--- config.mk ---
export PLATFORM = sky130hd
export DESIGN_NAME = mvau_weight_loader
export DESIGN_NICKNAME = d
export VERILOG_FILES = /design/src/rtl/mvau_weight_loader.sv
export SDC_FILE = /design/constraint.sdc
export NUM_CORES = 1
export LEC_CHECK = 0
export CAP_MARGIN = 20
export CORE_UTILIZATION = 50
export DETAILED_ROUTE_END_ITERATION = 8
export MAX_ROUTING_LAYER = met4
export PLACE_DENSITY = 0.75
export SLEW_MARGIN = 20
export SYNTH_ARGS = -nofsm -noshare
export SYNTH_HDL_FRONTEND = slang
export SYNTH_SLANG_ARGS = --single-unit
--- constraint.sdc ---
create_clock -name aclk -period 1.75 [get_ports aclk]
set_clock_uncertainty 0.05 [all_clocks]
set_input_delay 0.2625 -clock aclk [delete_from_list [all_inputs] [get_ports aclk]]
set_output_delay 0.2625 -clock aclk [all_outputs]
set_load 0.01 [all_outputs]
--- src/rtl/mvau_weight_loader.sv ---
// Runtime-writable weight memory for one MVAU PE.
// A weight image arrives over an AXI-stream slave as narrow beats. Each group
// of BEATS beats is packed LSB-first into one SIMD*TW-bit word, and the words
// are written to consecutive RAM addresses. The read side is a plain
// registered port, the same as the preloaded weight memory. The compute
// datapath can use it unchanged once wmem_ready is high.
//
// state | meaning
// ------+-----------------------------------------------------------------
// IDLE  | no valid image (after reset or a framing error); wait for load_start
// LOAD  | accepting beats, packing words and writing them sequentially
// READY | complete image in RAM; load_start begins a fresh reload
module mvau_weight_loader #(
    parameter int SIMD         = 2,
    parameter int TW           = 1,
    parameter int WMEM_DEPTH   = 4,
    parameter int WMEM_ADDR_BW = 4,
    parameter int IN_BW        = 1
) (
    input  logic                    aclk,
    input  logic                    aresetn,
    input  logic                    load_start,
    input  logic [IN_BW-1:0]        s_axis_tdata,
    input  logic                    s_axis_tvalid,
    input  logic                    s_axis_tlast,
    output logic                    s_axis_tready,
    input  logic [WMEM_ADDR_BW-1:0] wmem_addr,
    output logic [SIMD*TW-1:0]      wmem_out,
    output logic                    wmem_ready,
    output logic                    load_done,
    output logic                    load_err
);

    localparam int WORD_W = SIMD * TW;
    localparam int BEATS  = WORD_W / IN_BW;
    localparam int CNT_W  = (BEATS > 1) ? $clog2(BEATS) : 1;
    localparam int RAM_AW = (WMEM_DEPTH > 1) ? $clog2(WMEM_DEPTH) : 1;

    localparam logic [CNT_W-1:0]  LAST_BEAT = CNT_W'(BEATS - 1);
    localparam logic [RAM_AW-1:0] LAST_ADDR = RAM_AW'(WMEM_DEPTH - 1);

    typedef enum logic [1:0] {
        IDLE  = 2'd0,
        LOAD  = 2'd1,
        READY = 2'd2
    } state_t;

    state_t              state;
    logic [CNT_W-1:0]    beat_cnt;
    logic [RAM_AW-1:0]   wr_addr;
    logic [WORD_W-1:0]   word_buf;
    logic [WORD_W-1:0]   word_next;
    logic [WORD_W-1:0]   ram [WMEM_DEPTH];

    logic                beat_xfer;
    logic                word_done;
    logic                image_done;
    logic                early_last;
    logic                ram_we;
    logic                rd_in_range;

    // Partial word with the current beat dropped into its lane slot. The
    // word can be written on the beat that completes it, with no extra cycle.
    always_comb begin
        word_next = word_buf;
        word_next[int'(beat_cnt) * IN_BW +: IN_BW] = s_axis_tdata;
    end

    // tready is high only in LOAD, so a transfer can only happen in LOAD.
    assign beat_xfer  = s_axis_tvalid && s_axis_tready;
    assign word_done  = beat_xfer && (beat_cnt == LAST_BEAT);
    assign image_done = word_done && (wr_addr == LAST_ADDR);

    // tlast anywhere except the final beat of the image is a framing error.
    // The word it belongs to is dropped, even if this beat would complete it.
    assign early_last = beat_xfer && s_axis_tlast && !image_done;
    assign ram_we     = word_done && !early_last;

    // load_done marks the cycle the last word is written. The state
    // changes to READY on the following cycle.
    assign load_done  = image_done;

    // Addresses beyond the populated depth read as zero and do not alias.
    assign rd_in_range = int'(wmem_addr) < WMEM_DEPTH;

    // Load sequencer: state, handshake and status flags, beat/word counters.
    always_ff @(posedge aclk or negedge aresetn) begin
        if (!aresetn) begin
            state         <= IDLE;
            s_axis_tready <= 1'b0;
            wmem_ready    <= 1'b0;
            load_err      <= 1'b0;
            beat_cnt      <= '0;
            wr_addr       <= '0;
            word_buf      <= '0;
        end else begin
            case (state)
                IDLE: begin
                    if (load_start) begin
                        state         <= LOAD;
                        s_axis_tready <= 1'b1;
                        load_err      <= 1'b0;
                        beat_cnt      <= '0;
                        wr_addr       <= '0;
                    end
                end

                LOAD: begin
                    if (early_last) begin
                        state         <= IDLE;
                        s_axis_tready <= 1'b0;
                        load_err      <= 1'b1;
                        beat_cnt      <= '0;
                    end else if (beat_xfer) begin
                        word_buf <= word_next;
                        if (word_done) begin
                            beat_cnt <= '0;
                            if (image_done) begin
                                // A missing tlast is flagged, but the image is complete.
                                state         <= READY;
                                s_axis_tready <= 1'b0;
                                wmem_ready    <= 1'b1;
                                if (!s_axis_tlast) begin
                                    load_err <= 1'b1;
                                end
                            end else begin
                                wr_addr <= wr_addr + 1'b1;
                            end
                        end else begin
                            beat_cnt <= beat_cnt + 1'b1;
                        end
                    end
                end

                READY: begin
                    if (load_start) begin
                        state         <= LOAD;
                        s_axis_tready <= 1'b1;
                        wmem_ready    <= 1'b0;
                        load_err      <= 1'b0;
                        beat_cnt      <= '0;
                        wr_addr       <= '0;
                    end
                end

                default: begin
                    state         <= IDLE;
                    s_axis_tready <= 1'b0;
                    wmem_ready    <= 1'b0;
                end
            endcase
        end
    end

    // Single write port. RAM contents are deliberately not reset.
    always_ff @(posedge aclk) begin
        if (ram_we) begin
            ram[wr_addr] <= word_next;
        end
    end

    // Registered read port, active in every state. A read to the address
    // being written in the same cycle returns the old contents.
    always_ff @(posedge aclk or negedge aresetn) begin
        if (!aresetn) begin
            wmem_out <= '0;
        end else if (rd_in_range) begin
            wmem_out <= ram[wmem_addr[RAM_AW-1:0]];
        end else begin
            wmem_out <= '0;
        end
    end

endmodule

==> qor.yml <==
final_area_um2: 1272
syn-cell-area_um2: 984.7
holdWs_ns: 0.2510
area_growth_pct: 29.22
syn_inst: 81
critPathCaptureType: "output port"
numPortBuffers: 15
finalHoldViolCount: 0
power.ir.vdd_worst_uv: 867.2
grt_antenna_before_repair: 0
placementRows: 15
die-area_um2: 2151
clkTransAtPathRegs_ns: 0.11
cp_cell_sequence: "ha_4 -> nand4_2 -> inv_1 -> dlygate4sd2_1"
synthDistinctLibCells: 28
cts_made_buffers: 3
hp-class: "in2async"
fin_util: 0.7137
grt_pass1_vias: 638
htreeDepth: 1
powerDensity_nw_per_um2: 1227
die_h_um: 46.38
fin_tns_setup_ns: 0
maxCapViolCount: 0
nets: 120
viasPerCell: 5.169
cp.required_ns: 1.44
dr.pass1.iters: 4
gr-total-overflow: 0
dpl_worst_slack_ns: -0.09441
fin_ws_ns: 0.07177
antenna_left: 0
worst_path_largest_cell_delay_ns: 0.43
grt_pass1_wl_mm: 2.884
slew_headroom: 0.6459
finalMaxSlewViolations: 0
yosysSeqAreaShare: 0.5489
drive_above_1_share: 0.2095
cp.arrival_ns: 1.37
grt_max_degree: 13
syn_avg_cell_area_um2: 12.16
worstSetupPathType: "reg2out"
cts_root_buf: "clkbuf_4"
cts_sinks: 20
synth_edf_count: 8
async_reset_ff_frac: 0.6000
status: "complete, no violations"
cts_buffer_depth: 2
cp-start-kind: "register"
drc: 0
yosysWarnings: 0
synth_seq_cells: 20
worst_path_max_delay_cell: "dfrtp_1"
path_max_fanout: 4
wl_per_cell_um: 13.14
core_um2: 1783
tightest_slew_ns: 0.5295
setup_viol: 0
gp_congestion: 0.8237
clock_latency_ns: 0.29
period_needed_ns: 1.678
max_freq_ghz: 0.5959
pin_count: 16
synth_nets: 95
crit_buf_inv: 2
grt_use_total: 0.2024
leakagePower_nw: 0.5351
antenna_cells: 0
die_w_um: 46.38
start_util: 0.5523
cts_tree: "built"
period_share: 0.9590
crit_family: "flip-flops"
synthFlopType: "dfrtp_1"
dr_total_vias: 672
rsz0062_at_grt: "no"
place_area_um2: 1201
wl_mm: 1.708
fillers: 122
initialDrtViolationCount: 5
dp_hpwl_mm: 1.287
flip-flops by register name (all words and copies together), names as in the netlist:
register / cells
load_err: 1
s_axis_tready: 1
wr_addr: 2
wmem_out: 2
word_buf: 2
ram: 8
state: 2
wmem_ready: 1
beat_cnt: 1
synth_stat cells, types with 2 or more instances:
cell      instances  area (um2)
mux2_2            4       45.04
ha_1              4       50.05
mux4_2            2       45.04
nand3_1           3       15.01
inv_1             6       22.52
edfxtp_1          8       240.2
dfrtp_1          12       300.3
a21oi_1           3       15.01
nand2_1           9       33.78
o21ai_0           5       25.02
buf_2             2       10.01
and2_1            4       25.02
nor3b_1           4       30.03
layout make-up:
type	instances	area, um2	share of cell area
tap	25	31.28	0.02458
timing repair buffer	23	209.0	0.1642
clock inverter	1	30.03	0.02360
clock buffer	3	22.52	0.01770
multi-input combinational	52	416.7	0.3274
inverter	6	22.52	0.01770
sequential	20	540.5	0.4248
report_power, final:
part	switching [W]	internal (W)	leakage, nW
clock	0.000138	0.000231	0.0279
combinational	0.000236	0.000269	0.281
sequential	0.0000832	0.000604	0.226
total	0.000457	0.00110	0.535
worst paths after layout:
path | from | end | slack (ns) | cells after the start
max in group asynchronous | aresetn | s_axis_tready | 1.05 | 1
max | wr_addr[0] | load_done | 0.07 | 4
min reg2reg | word_buf[0] | word_buf[0] | 0.47 | 1
max reg2reg | wr_addr[0] | word_buf[1] | 0.24 | 5
min in group aclk | word_buf[0] | word_buf[0] | 0.47 | 1
min | aresetn | wmem_out[0] | 0.25 | 1
placed cells by master, fill, tap and decap left out, drive strengths merged:
cell type      netlist  final
dlygate4sd2          0      1
a221oi               1      1
nor2                 1      1
and2                 4      4
a21boi               2      2
mux4                 2      2
o21ai                5      5
buf                  3      8
nand2                9      9
or3                  1      1
a21oi                4      4
a221o                1      1
clkbuf               0      3
nand2b               1      1
nor2b                1      1
bufinv               0      1
dfrtp               12     12
nor3b                4      4
nand3                3      3
o22a                 1      1
nand4b               1      1
and4b                1      1
mux2                 4      4
nand4                1      1
xor2                 1      1
edfxtp               8      8
ha                   4      4
clkdlybuf4s50        0     14
inv                  6      6
per-stage QoR:
| stage | cells | total power (W) |
|---|---|---|
| 2_1_floorplan | 81 | 0.0009749 |
| 3_3_place_gp | 125 | 0.001170 |
| 3_5_place_dp | 125 | 0.001185 |
| 4_1_cts | 129 | 0.001554 |
| 5_1_grt | 130 | 0.001655 |
| 6_report | 130 | 0.001562 |
cell families (layout without fill, tap and decap cells):
| logic type | Yosys count | count (layout) | share of synthesized area |
|---|---|---|---|
| xor gates and xnor gates | 1 | 1 | 0.008896 |
| AOI/OAI and AO/OA | 14 | 14 | 0.09276 |
| and+or+nand+nor | 27 | 27 | 0.1664 |
| buffers and inverters | 9 | 33 | 0.04066 |
| DFF | 20 | 20 | 0.5489 |
| muxes | 6 | 6 | 0.09148 |
| adders and majority gates | 4 | 4 | 0.05083 |
metal layers:
| layer | wire length (um) | up-vias | GRT usage |
|---|---|---|---|
| met5 | 0 | - | - |
| met4 | 18 | 0 | 0.08824 |
| li1 | - | 337 | - |
| met2 | 818 | 14 | 0.3028 |
| met1 | 813 | 319 | 0.2677 |
| met3 | 58 | 2 | 0.03529 |
timing repair:
item                       4_1_cts  5_1_grt
gates resized for setup          2        1
setup endpoints to repair        1        1
hold endpoints to repair         0        0
pin swaps                        0        0
setup buffers                    0        1
hold buffers                     0        0
(Power assumes the default switching activity.)
